[src/rtl/sys_array_ctrl_pkg.sv]
// Shared types and constants for the 2x2 bfloat16 systolic array sequencer.
// Element slices address the row-major packed operand words.
package sys_array_ctrl_pkg;
  localparam int BF16_W   = 16;
  localparam int FEED_LEN = 3;

  localparam int A00_LSB = 0;
  localparam int A01_LSB = 16;
  localparam int A10_LSB = 32;
  localparam int A11_LSB = 48;
  localparam int B00_LSB = 0;
  localparam int B01_LSB = 16;
  localparam int B10_LSB = 32;
  localparam int B11_LSB = 48;

  typedef enum logic [2:0] {
    IDLE,
    CLEAR,
    FEED,
    DRAIN,
    OUT
  } state_t;
endpackage

[src/rtl/sys_array_skew_feeder.sv]
// Maps a feed step (0..2) plus the held operands onto the skewed row/column buses.
// Purely combinational; every bus is zero when not enabled or not scheduled.
module sys_array_skew_feeder
  import sys_array_ctrl_pkg::*;
(
  input  logic              en,
  input  logic [1:0]        step,
  input  logic [63:0]       a_flat,
  input  logic [63:0]       b_flat,
  output logic [BF16_W-1:0] row0,
  output logic [BF16_W-1:0] row1,
  output logic [BF16_W-1:0] col0,
  output logic [BF16_W-1:0] col1
);
  always_comb begin
    row0 = '0;
    row1 = '0;
    col0 = '0;
    col1 = '0;
    if (en) begin
      // Row i / column j start one step late per index to form the wavefront.
      case (step)
        2'd0: begin
          row0 = a_flat[A00_LSB +: BF16_W];
          col0 = b_flat[B00_LSB +: BF16_W];
        end
        2'd1: begin
          row0 = a_flat[A01_LSB +: BF16_W];
          col0 = b_flat[B10_LSB +: BF16_W];
          row1 = a_flat[A10_LSB +: BF16_W];
          col1 = b_flat[B01_LSB +: BF16_W];
        end
        2'd2: begin
          row1 = a_flat[A11_LSB +: BF16_W];
          col1 = b_flat[B11_LSB +: BF16_W];
        end
        default: ;
      endcase
    end
  end
endmodule

[src/rtl/sys_array_ctrl_bfloat_16.sv]
// Sequencer for the 2x2 bfloat16 systolic array: accept A/B, clear, skew-feed, wait for
// done (with timeout), then hold C on a valid/ready output until consumed.
module sys_array_ctrl_bfloat_16
  import sys_array_ctrl_pkg::*;
#(
  parameter int TIMEOUT_CYCLES = 64,
  parameter int CLR_CYCLES     = 2
) (
  input  logic              clk,
  input  logic              rst,
  input  logic              in_valid,
  output logic              in_ready,
  input  logic [63:0]       a_flat,
  input  logic [63:0]       b_flat,
  output logic              arr_rst,
  output logic              arr_load_in,
  output logic [BF16_W-1:0] arr_row0,
  output logic [BF16_W-1:0] arr_row1,
  output logic [BF16_W-1:0] arr_col0,
  output logic [BF16_W-1:0] arr_col1,
  input  logic [BF16_W-1:0] arr_c00,
  input  logic [BF16_W-1:0] arr_c01,
  input  logic [BF16_W-1:0] arr_c10,
  input  logic [BF16_W-1:0] arr_c11,
  input  logic              arr_done,
  output logic              out_valid,
  input  logic              out_ready,
  output logic [63:0]       c_flat,
  output logic              busy,
  output logic              timeout_err
);
  localparam int DW = (TIMEOUT_CYCLES > 1) ? $clog2(TIMEOUT_CYCLES) : 1;
  localparam int CW = $clog2(CLR_CYCLES + 1);

  state_t        state, state_nxt;
  logic [63:0]   a_reg, b_reg, c_reg;
  logic [CW-1:0] clr_cnt;
  logic [1:0]    feed_idx;
  logic [DW-1:0] drain_cnt;
  logic          timeout_q;
  logic          clr_last, feed_last, drain_last;

  assign clr_last   = (clr_cnt == CW'(CLR_CYCLES - 1));
  assign feed_last  = (feed_idx == 2'(FEED_LEN - 1));
  assign drain_last = (drain_cnt == DW'(TIMEOUT_CYCLES - 1));

  always_ff @(posedge clk) begin
    if (rst) begin
      state     <= IDLE;
      a_reg     <= '0;
      b_reg     <= '0;
      c_reg     <= '0;
      clr_cnt   <= '0;
      feed_idx  <= '0;
      drain_cnt <= '0;
      timeout_q <= 1'b0;
    end else begin
      state <= state_nxt;
      case (state)
        IDLE: begin
          clr_cnt  <= '0;
          feed_idx <= '0;
          if (in_valid) begin
            a_reg <= a_flat;
            b_reg <= b_flat;
          end
        end
        CLEAR: clr_cnt <= clr_cnt + 1'b1;
        FEED: begin
          feed_idx  <= feed_idx + 1'b1;
          drain_cnt <= '0;
        end
        DRAIN: begin
          drain_cnt <= drain_cnt + 1'b1;
          if (arr_done) begin
            c_reg <= {arr_c11, arr_c10, arr_c01, arr_c00};
          end else if (drain_last) begin
            timeout_q <= 1'b1;
            c_reg     <= '0;
          end
        end
        default: ;
      endcase
    end
  end

  // Outputs are forced to their reset values combinationally while rst is high.
  always_comb begin
    state_nxt   = state;
    in_ready    = 1'b0;
    busy        = 1'b0;
    out_valid   = 1'b0;
    arr_rst     = rst;
    arr_load_in = 1'b0;
    case (state)
      IDLE: begin
        in_ready = ~rst;
        if (in_valid) state_nxt = CLEAR;
      end
      CLEAR: begin
        arr_rst = 1'b1;
        if (clr_last) state_nxt = FEED;
      end
      FEED: begin
        arr_load_in = ~rst;
        if (feed_last) state_nxt = DRAIN;
      end
      DRAIN: begin
        if (arr_done) state_nxt = OUT;
        else if (drain_last) state_nxt = IDLE;
      end
      OUT: begin
        out_valid = ~rst;
        if (out_ready) state_nxt = IDLE;
      end
      default: state_nxt = IDLE;
    endcase
    if (state != IDLE) busy = ~rst;
  end

  assign c_flat      = rst ? 64'h0 : c_reg;
  assign timeout_err = timeout_q & ~rst;

  sys_array_skew_feeder u_feeder (
    .en     (arr_load_in),
    .step   (feed_idx),
    .a_flat (a_reg),
    .b_flat (b_reg),
    .row0   (arr_row0),
    .row1   (arr_row1),
    .col0   (arr_col0),
    .col1   (arr_col1)
  );
endmodule
[config.mk]
export PLATFORM = sky130hd
export DESIGN_NAME = sys_array_ctrl_bfloat_16
export DESIGN_NICKNAME = d
export VERILOG_FILES = /design/src/rtl/sys_array_ctrl_pkg.sv /design/src/rtl/sys_array_skew_feeder.sv /design/src/rtl/sys_array_ctrl_bfloat_16.sv
export SDC_FILE = /design/constraint.sdc
export NUM_CORES = 1
export LEC_CHECK = 0
export BUFFER_PORTS_ARGS = -buffer_cell sky130_fd_sc_hd__buf_2
export CORE_MARGIN = 2
export CORE_UTILIZATION = 50
export DETAILED_ROUTE_END_ITERATION = 10
export PLACE_DENSITY = 0.81
export SYNTH_ARGS = -nofsm -noshare
export SYNTH_HDL_FRONTEND = slang
export SYNTH_HIERARCHICAL = 1
export SYNTH_SLANG_ARGS = --single-unit
[constraint.sdc]
create_clock -name clk -period 4.3 [get_ports clk]
set_clock_uncertainty 0.05 [all_clocks]
set_input_delay 0.86 -clock clk [delete_from_list [all_inputs] [get_ports clk]]
set_output_delay 0.86 -clock clk [all_outputs]
set_load 0.005 [all_outputs]
Word-level counts from Yosys, hierarchy flattened
Index checks and enable logic that the tools add are counted.
{"block": "classes", "n_addsub": 3, "n_eq_ne": 13, "n_mux": 26, "n_bitwise": 3, "reduce_logical": 11}
{"cell": "$mux 64", "count": 3}
{"cell": "$pmux 16 s2", "count": 4}
{"cell": "$mux 16", "count": 4}
{"cell": "$mux 3", "count": 6}
{"cell": "$pmux 3 s5", "count": 1}
{"cell": "$pmux 6 s2", "count": 1}
{"cell": "$ne 2x2->1 const B", "count": 4}
{"cell": "$pmux 2 s2", "count": 2}
{"cell": "$reduce_bool 2->1", "count": 4}
{"cell": "$add 6x1->6 const B", "count": 1}
{"cell": "$eq 3x2->1 const B", "count": 2}
{"cell": "$eq 6x6->1 const B", "count": 1}
{"cell": "$mux 1", "count": 5}
{"cell": "$reduce_and 5->1", "count": 1}
{"cell": "$add 2x1->2 const B", "count": 2}
{"cell": "$eq 2x1->1 const B", "count": 2}
{"cell": "$reduce_and 2->1", "count": 2}
{"cell": "$eq 3x1->1 const B", "count": 1}
{"cell": "$eq 3x3->1 const B", "count": 1}
{"cell": "$logic_not 3->1", "count": 1}
{"cell": "$ne 3x3->1 const B", "count": 1}
{"cell": "$reduce_and 3->1", "count": 1}
{"cell": "$reduce_bool 3->1", "count": 1}
{"cell": "$eq 2x2->1 const B", "count": 1}
{"cell": "other kinds (3)", "count": 4}
{"block": "word_totals", "regBits": 206, "input_bits": 197, "output_inout_bits": 134, "elab_cells": 64}

Longest topological paths before layout
Gate-level depths: netlist of run 1.
{"block": "depth", "depth_word": 4, "mapped_depth": 8, "depth_no_buf": 5}

By module
Netlist of run 1, hierarchy kept.
{"mod": "sys_array_ctrl_bfloat_16", "n_inst": 1, "cells_each": 1089, "area_per_inst_um2": 8733.4, "seq_area_each_um2": 4124.0}
{"mod": "sys_array_skew_feeder", "n_inst": 1, "cells_each": 153, "area_per_inst_um2": 1122.3, "seq_area_each_um2": 0.0}

Worst setup path before layout of run 1
OpenSTA, ideal clock, no wires.
{"block": "synth_timing", "kind": "input to output", "startpoint": "input rst", "endpoint": "output arr_col1[0]", "arrival_time_ns": 2.429, "required_time_ns": 3.390, "path_slack_ns": 0.961, "path_stages": 8, "path_buffers": 5, "path_cell_list": "buf_2 buf_4 buf_4 buf_2 nor3_1 nand2_2 clkbuf_8 nor2_1"}
{"block": "synth_between", "elab_chain_len": 3}
{"item": "start: declaration", "line_no": "sys_array_ctrl_bfloat_16.sv:10", "text": "input logic rst,"}
{"item": "$not 1->1", "line_no": "sys_array_ctrl_bfloat_16.sv:105", "text": "arr_load_in = ~rst;"}
{"item": "$mux 1", "line_no": "sys_array_ctrl_bfloat_16.sv:95", "text": "case (state)"}
{"item": "named net arr_load_in", "line_no": "sys_array_ctrl_bfloat_16.sv:16", "text": "output logic arr_load_in,"}
{"item": "$mux 16", "line_no": "sys_array_skew_feeder.sv:20", "text": "if (en) begin"}
{"item": "end: declaration", "line_no": "sys_array_ctrl_bfloat_16.sv:20", "text": "output logic [BF16_W-1:0] arr_col1,"}
The timed path passes the listed nets, and every way through them passes these cells.

Worst setup path in the final report of run 1
{"block": "layout_timing", "startpoint": "register feed_idx[1]", "endpoint": "output arr_row0[1]"}
{"block": "layout_between", "elab_chain_len": 3, "elab_cells_between_ends": 4, "classes_between": "eq/ne: 1; mux: 2; reduce/logical: 1"}
{"item": "start: declaration", "line_no": "sys_array_ctrl_bfloat_16.sv:38", "text": "logic [1:0] feed_idx;"}
{"item": "start signal: assignment", "line_no": "sys_array_ctrl_bfloat_16.sv:70", "text": "feed_idx <= feed_idx + 1'b1;"}
{"item": "$eq 2x1->1 / $logic_not 2->1 (equally long branches)", "line_no": "sys_array_skew_feeder.sv:22", "text": "case (step)"}
{"item": "$pmux 16 s2 *", "line_no": "sys_array_skew_feeder.sv:22"}
{"item": "$mux 16 *", "line_no": "sys_array_skew_feeder.sv:20"}
{"item": "end: declaration", "line_no": "sys_array_ctrl_bfloat_16.sv:17", "text": "output logic [BF16_W-1:0] arr_row0,"}
Every way passes the cells marked *; elsewhere a longest branch is shown, timed or not.

==> results of run 1 <==
-- placed cells by master, fill, tap and decap left out, types with 10 or more instances in the layout --
cell       Yosys  routed
buf_2         35     329
nand2_1      325     324
dfxtp_1      206     206
a21oi_1      136     136
nor2b_1       89      89
inv_1         71      70
o211ai_1      67      67
a22oi_1       55      55
nor2_1        39      39
o311ai_0      33      33
o311ai_1      31      31
clkbuf_16      0      23
buf_4          5      15
a22oi_2       10      10
nor2b_2       10      10
-- path summary, 6_finish.rpt --
kind | slack [ns] | to | from | cells past startpoint
worst max register to register | 1.68 | a_reg[11] | state[0] | 4
worst min-delay path | 0.40 | a_reg[37] | a_reg[37] | 2
worst min register to register | 0.40 | a_reg[37] | a_reg[37] | 2
worst max-delay path | 0.98 | arr_row0[1] | feed_idx[1] | 6
-- layout make-up --
type                    instances  area, sq um
repair buffers                346         1790
well taps                     265          332
clock inverters                 9         58.8
diodes                          1         2.50
clock buffers                  32          669
fillers                      1760         7440
multi-input cells             846         4710
inverters                      71          267
flip-flops and latches        206         4120
-- power by group through the flow --
stage	registers [W]	logic [W]	clock network (W)
finish	0.00207	0.000448	0.00186
global placement	0.00211	0.000439	0
CTS	0.00207	0.000449	0.00191
detailed placement	0.00211	0.000447	0
floorplan	0.00209	0.000330	0
global route	0.00208	0.000501	0.00199
-- stage by stage --
step           setup WS (ns)  total power [W]  std cells
2_1_floorplan          0.961          0.00242       1242
3_3_place_gp            1.23          0.00254       1734
3_5_place_dp            1.19          0.00256       1734
4_1_cts                 1.04          0.00442       1775
5_1_grt                0.880          0.00457       1776
6_report               0.982          0.00438       1776
-- cells by family (layout without fill, tap and decap cells) --
logic type | Yosys count | in the layout | share of synthesized area
AO/OA/AOI/OAI | 344 | 344 | 0.239
adder cells (fa/ha/maj) | 6 | 6 | 0.00762
buffers and inverters | 190 | 458 | 0.106
flip-flops | 206 | 206 | 0.418
multiplexers | 3 | 3 | 0.00305
other | 0 | 1 | 0
AND/OR/NAND/NOR | 493 | 493 | 0.226
-- tightest hold or removal path, stage by stage, from the launching register on --
cell,delay (ns)
dfxtp_1,0.31
nand2_1,0.05
a21oi_1,0.05
-- layer usage --
metal,vias up,wire [um]
met3,62,2150
met5,-,0
li1,4741,-
met1,4438,11300
met2,405,12800
met4,0,874
==> reports/results.ini, run 1 <==
[sta]
finalSetupViolations = 0
fmax_mhz = 301
hold_viol_final = 0
holdWs_ns = 0.403
slew_headroom = 0.350
min_period_ns = 3.32
drv_slew = 0
setup_tns_ns = 0
final.period_utilization = 0.772
tightestPinTransition_ns = 0.975
rsz0062_at_grt = false

[global_routing]
grt_pass1_wl_mm = 41.5
busiest_layer = met2
grt_pass1_vias = 8438
grt_overflow = 0
grt_use_total = 0.240
met3_usage = 0.0480
grt_max_degree = 129
antenna_found_initial = 2
use_met2 = 0.392
gr-usage-met1 = 0.314

[floorplan]
rows = 51
coreArea_sq_um = 19400
initial_utilization = 0.508
dieArea_sq_um = 20800
pin_count = 331
die_w_um = 144
fp.dieH_um = 144

[drt]
drtIter0Drc = 604
detail_route.drc_violations = 0
num_vias = 9646
routedWlPerCell_um = 15.3
ant_nets = 0
dr.pass1.iters = 5
wirelength_mm = 27.1
viasPerCell = 5.43

[synthesis]
yosysWarningCount = 6
yosysMostFrequentCell = nand2_1
ys.flop_type = dfxtp_1
syn-cell-area_sq_um = 9860
syn_area_per_cell_sq_um = 7.94
yosys-top-cells-count = 325 x nand2_1, 206 x dfxtp_1, 136 x a21oi_1
ys_types = 43
synth_top_area_share = 0.418
synth-async-reset-ratio = 0
syn_nets = 1445
synth-seq-area-share = 0.418
netlist_instances = 1242
ys_ff_latch = 206
synthTopCellsByArea = dfxtp_1 42%, nand2_1 12%, a21oi_1 6.9%
synth_top_cell_by_area = dfxtp_1
synth_edf_count = 0

[critical_path]
crit_type = register to output pin
cp.required_ns = 3.39
path_buf_inv = 3
max_stage_delay_ns = 0.62
cp.arrival_ns = 2.41
crit_path_top_delay_cell = buf_4
path_cells = inv_1 -> ha_2 -> buf_4 -> a22oi_1 -> nor2b_1 -> buf_2
crit_path_end_kind = output pin
start_kind = register
path_max_fanout = 64
crit_family = buffers and inverters

[pwr]
comb_power_share = 0.102
p_int_w = 0.00327
powerDensity_nw_per_um2 = 366
ir_drop_mv = 0.282
clockPowerShare = 0.425
p_sw_w = 0.00111
leakage_nw = 5.07
p_seq_frac = 0.472
netSwitchingFraction = 0.253

[cells_and_area]
fin_util = 0.617
layout-drive-gt1-share = 0.272
design_area_sq_um = 12000
nets = 1697
areaGrowthSynthToFinish_pct = 21.4

[run]
maxCapViolCount = 0

[clocking]
numCtsBuffers = 23
cts.repair.resized = 0
clk_path_buf_depth = 3
cts_tree = yes
cts_max_level = 1
cts_sinks = 206
holdBufCountCts = 0
clock-root-buffer = clkbuf_16
postCtsSetupBuffers = 0
insertion_delay_ns = 0.50
clk_pin_slew_ns = 0.06

[placement]
portBuffers = 330
place.gp.congestion = 0.799
placed_area_sq_um = 11200
hpwl_mm = 17.4

[status]
status = complete, no violations

[worst_hold_path]
worstHoldPathType = register to register

Note: power is estimated with default switching activity, not from simulation.
==> run 2, diff against run 1 <==
==> constraint.sdc (replaced) <==
create_clock -name clk -period 3.3 [get_ports clk]
set_clock_uncertainty 0.05 [all_clocks]
set_input_delay 0.66 -clock clk [delete_from_list [all_inputs] [get_ports clk]]
set_output_delay 0.66 -clock clk [all_outputs]
set_load 0.005 [all_outputs]
==> run 2 against run 1 <==
Against the previous run:
- utilization is 0.55 points higher
- setup slack worse by 0.70 ns
- cell area is 0.90% higher
- hold slack got worse by 0.078 ns
- register-to-register slack worse by 0.59 ns
- largest cell class unchanged
- highest routed layer unchanged
==> reports/results.ini, run 2 (synthesized netlist as in run 1, its figures left out) <==
[drt]
num_vias = 9595
dr.pass1.iters = 5
drtIter0Drc = 639
wirelength_mm = 27.1
viasPerCell = 5.38
detail_route.drc_violations = 0
routedWlPerCell_um = 15.2
highest_layer = met4
ant_nets = 0
wl_met3_mm = 2.17
met2_wirelength_mm = 12.9
drt-met1-wl_mm = 11.4

[floorplan]
dieArea_sq_um = 20800
fp.dieH_um = 144
die_w_um = 144
pin_count = 331
coreArea_sq_um = 19400
initial_utilization = 0.508
rows = 51

[critical_path]
path_max_fanout = 32
max_stage_delay_ns = 0.80
crit_cells = 4
cp.required_ns = 2.59
crit_path_end_kind = output pin
r2r-start = state[0]
startpoint = state[0]
crit_type = register to output pin
crit_path_top_delay_cell = dfxtp_1
cp.arrival_ns = 2.31
r2r_cells = 4
start_kind = register
crit_family = simple AND/OR/NAND/NOR gates
rrSetupSlack_ns = 1.09
path_buf_inv = 1
path_cells = nor3_2 -> nand2_2 -> nor2_1 -> buf_2

[placement]
hpwl_mm = 17.4
portBuffers = 330
place.gp.congestion = 0.802
placed_cells = 1740

[clocking]
cts_sinks = 206
clock-root-buffer = clkbuf_16
holdBufCountCts = 0
insertion_delay_ns = 0.51
cts.repair.resized = 0
clk_pin_slew_ns = 0.06
numCtsBuffers = 23
clk_path_buf_depth = 3
cts_max_level = 1
postCtsSetupBuffers = 0
cts_tree = yes

[global_routing]
grt_use_total = 0.241
grt_pass1_vias = 8418
grt_pass1_wl_mm = 41.6
grt_overflow = 0
antenna_found_initial = 1
grt_max_degree = 134

[pwr]
p_sw_w = 0.00146
p_int_w = 0.00441
clockPowerShare = 0.439
p_seq_frac = 0.460
comb_power_share = 0.101
ir_drop_mv = 0.417
netSwitchingFraction = 0.249
leakage_nw = 5.13
powerDensity_nw_per_um2 = 486

[status]
status = complete, no violations

[sta]
tightestPinTransition_ns = 0.759
slew_headroom = 0.494
drv_slew = 0
final.period_utilization = 0.915
finalSetupViolations = 0
setup_tns_ns = 0
rsz0062_at_grt = false
min_period_ns = 3.02
fmax_mhz = 331
hold_viol_final = 0

[worst_hold_path]
hold_depth = 3
worstHoldPathType = primary input to register
min-delay-start = b_flat[17]

[cells_and_area]
nets = 1703
multiInputGateArea_sq_um = 4710
layout-drive-gt1-share = 0.275
layout_common_cells = 329 x buf_2, 324 x nand2_1, 206 x dfxtp_1
ff_latch_area_sq_um = 4120
nFillCells = 1729
areaGrowthSynthToFinish_pct = 22.4
instances_no_fill = 1783
final_common_cell = buf_2

[run]
maxCapViolCount = 0

==> run 2: changes by cell type in the layout (fill, tap and decap cells not counted), sizes merged <==
cell / change
clkinv: +2
bufinv: +2
clkinvlp: -3
buf: +6
==> run 2: routing by layer <==
metal	track usage	vias to the layer above
met5	0	-
met4	0.0741	0
met3	0.0517	45
met2	0.398	368
met1	0.317	4429
li1	-	4753
==> run 2: final timing paths <==
check / to
max: arr_col1[14]
min: b_reg[17]
max reg2reg: a_reg[9]
min reg2reg: b_reg[39]
==> run 2: worst reg2reg max path: stages (launching register included) <==
cell	delay, ns
dfxtp_1	0.80
or4b_4	0.65
buf_12	0.34
nand2_1	0.13
a21oi_1	0.18
==> run 2: layout make-up <==
cell class,instances,area share
antenna,1,0.000207
clock buffer,32,0.0546
clock inverter,10,0.00881
inverter,71,0.0221
multi-input combinational,846,0.391
sequential,206,0.342
tap,265,0.0275
timing repair buffer,352,0.154
==> run 2: per-stage QoR <==
step | utilization | hold slack (ns) | setup slack, ns | cell area [sq um] | power [W]
after floorplan | - | 0.382 | 0.361 | 9860 | 0.00316
after global placement | 0.582 | 0.391 | 0.758 | 11300 | 0.00332
after detailed placement | 0.582 | 0.397 | 0.635 | 11300 | 0.00334
after CTS | 0.622 | 0.314 | 0.262 | 12100 | 0.00592
after global routing | 0.622 | 0.317 | 0.0585 | 12100 | 0.00611
final | 0.622 | 0.325 | 0.280 | 12100 | 0.00587
==> run 2: power groups by stage <==
stage | clock network (W) | registers [W] | logic [W]
finish | 0.00258 | 0.00270 | 0.000594
global route | 0.00273 | 0.00271 | 0.000667
CTS | 0.00263 | 0.00270 | 0.000594
detailed placement | 0 | 0.00275 | 0.000590
global placement | 0 | 0.00274 | 0.000580
floorplan | 0 | 0.00273 | 0.000430
==> run 3, diff against run 2 <==
--- a/config.mk
+++ b/config.mk
@@ -7,9 +7,9 @@
 export LEC_CHECK = 0
 export BUFFER_PORTS_ARGS = -buffer_cell sky130_fd_sc_hd__buf_2
 export CORE_MARGIN = 2
-export CORE_UTILIZATION = 50
+export CORE_UTILIZATION = 51
 export DETAILED_ROUTE_END_ITERATION = 10
-export PLACE_DENSITY = 0.81
+export PLACE_DENSITY = 0.83
 export SYNTH_ARGS = -nofsm -noshare
 export SYNTH_HDL_FRONTEND = slang
 export SYNTH_HIERARCHICAL = 1
==> run 3 against run 2 <==
Against the previous run:
- via count increased by 0.39%
- first-iteration DRC count is 13% lower
- hold slack improved by 0.018 ns
- critical path type unchanged
- cell count down 0.28%
- clock power is 5% lower
- largest power group unchanged
==> reports/results.ini, run 3 (synthesized netlist as in run 1, its figures left out) <==
[clocking]
insertion_delay_ns = 0.50
cts_sinks = 206
numCtsBuffers = 23
cts_max_level = 1
cts.repair.resized = 1
holdBufCountCts = 0
clock-root-buffer = clkbuf_16
clk_path_buf_depth = 3
clk_pin_slew_ns = 0.06
cts_tree = yes
postCtsSetupBuffers = 0

[drt]
dr.pass1.iters = 5
drtIter0Drc = 555
ant_nets = 0
num_vias = 9632
wirelength_mm = 27.4
detail_route.drc_violations = 0
viasPerCell = 5.42
routedWlPerCell_um = 15.4

[global_routing]
antenna_found_initial = 3
grt_max_degree = 129
grt_use_total = 0.250
grt_pass1_wl_mm = 42.4
grt_pass1_vias = 8713
grt_overflow = 0

[pwr]
powerDensity_nw_per_um2 = 477
ir_drop_mv = 0.354
leakage_nw = 5.11

[cells_and_area]
areaGrowthSynthToFinish_pct = 22.1
ff_latch_area_sq_um = 4130
layout_common_cells = 329 x buf_2, 323 x nand2_1, 205 x dfxtp_1
nFillCells = 1581
layout-drive-gt1-share = 0.275
nets = 1699
final_common_cell = buf_2
multiInputGateArea_sq_um = 4720

[critical_path]
rr_endpoint = a_reg[26]
crit_path_end_kind = output pin
startpoint = state[1]
r2r_cells = 4
crit_type = register to output pin
endpoint = arr_col1[6]
path_max_fanout = 32
cp.arrival_ns = 2.35
start_kind = register
cp.required_ns = 2.59
r2r-start = state[0]
rrSetupSlack_ns = 1.12

[worst_hold_path]
hold_depth = 3
worstHoldPathType = primary input to register

[sta]
holdWs_ns = 0.343
min_period_ns = 3.06
fmax_mhz = 327
rsz0062_at_grt = false
tightestPinTransition_ns = 0.779
slew_headroom = 0.480
hold_viol_final = 0
setup_tns_ns = 0
finalSetupViolations = 0
drv_slew = 0
final.period_utilization = 0.926

[floorplan]
die_w_um = 143
rows = 50
coreArea_sq_um = 18800
initial_utilization = 0.523
fp.dieH_um = 143
dieArea_sq_um = 20500
pin_count = 331

[placement]
hpwl_mm = 17.6
place.gp.congestion = 0.833
portBuffers = 330

[status]
status = complete, no violations

[run]
maxCapViolCount = 0

==> run 3: cell count changes in the layout (fill, tap and decap cells not counted) <==
cell        delta
dfxtp_1        -1
clkbuf_8       +2
dfxtp_2        +1
buf_4          -5
bufinv_16      -2
clkinvlp_4     +1
buf_12         +1
clkbuf_1       -1
nand2_2        +1
nand2_1        -1
diode_2        +4
==> run 3: worst min-delay path by stage <==
stage,slack [ns],startpoint,endpoint
after floorplan,0.38,timeout_q,timeout_q
after global placement,0.39,a_reg[52],a_reg[52]
after detailed placement,0.40,b_reg[28],b_reg[28]
after CTS,0.33,b_flat[2],b_reg[2]
after global routing,0.33,b_flat[2],b_reg[2]
final,0.34,b_flat[2],b_reg[2]
==> run 3: routing by layer <==
metal / GRT usage / up-vias / routed length [um]
met1: 0.328 / 4417 / 11600
met2: 0.409 / 411 / 13000
met5: 0 / - / 0
met3: 0.0506 / 51 / 2120
li1: - / 4753 / -
met4: 0.0912 / 0 / 692
==> run 3: stage by stage <==
step	power [W]	cells	area, sq um	setup slack, ns	util
global route	0.00598	1775	12000	0.0963	0.638
floorplan	0.00316	1242	9860	0.361	-
CTS	0.00579	1773	12000	0.270	0.638
global placement	0.00333	1731	11300	0.587	0.599
detailed placement	0.00334	1731	11300	0.536	0.599
finish	0.00574	1778	12000	0.245	0.639
==> run 3: report_power, final <==
group          switching [W]  leakage (nW)  internal (W)
Combinational       0.000360          3.06      0.000234
Sequential         0.0000793          1.68       0.00262
Clock                0.00100         0.366       0.00144
Total                0.00144          5.11       0.00430
==> run 3: critical path: stages, from the launching register on <==
cell,delay [ns]
dfxtp_2,0.56
nand2b_1,0.26
nor3_2,0.21
nand2_2,0.41
nor2_1,0.25
buf_2,0.14
==> run 3: cell type report <==
class / instances / share of cell area
multi-input cells: 846 / 0.392
flip-flops and latches: 206 / 0.343
repair buffers: 348 / 0.153
clock buffers: 33 / 0.0568
well taps: 260 / 0.0270
inverters: 71 / 0.0222
clock inverters: 9 / 0.00447
diodes: 5 / 0.00104
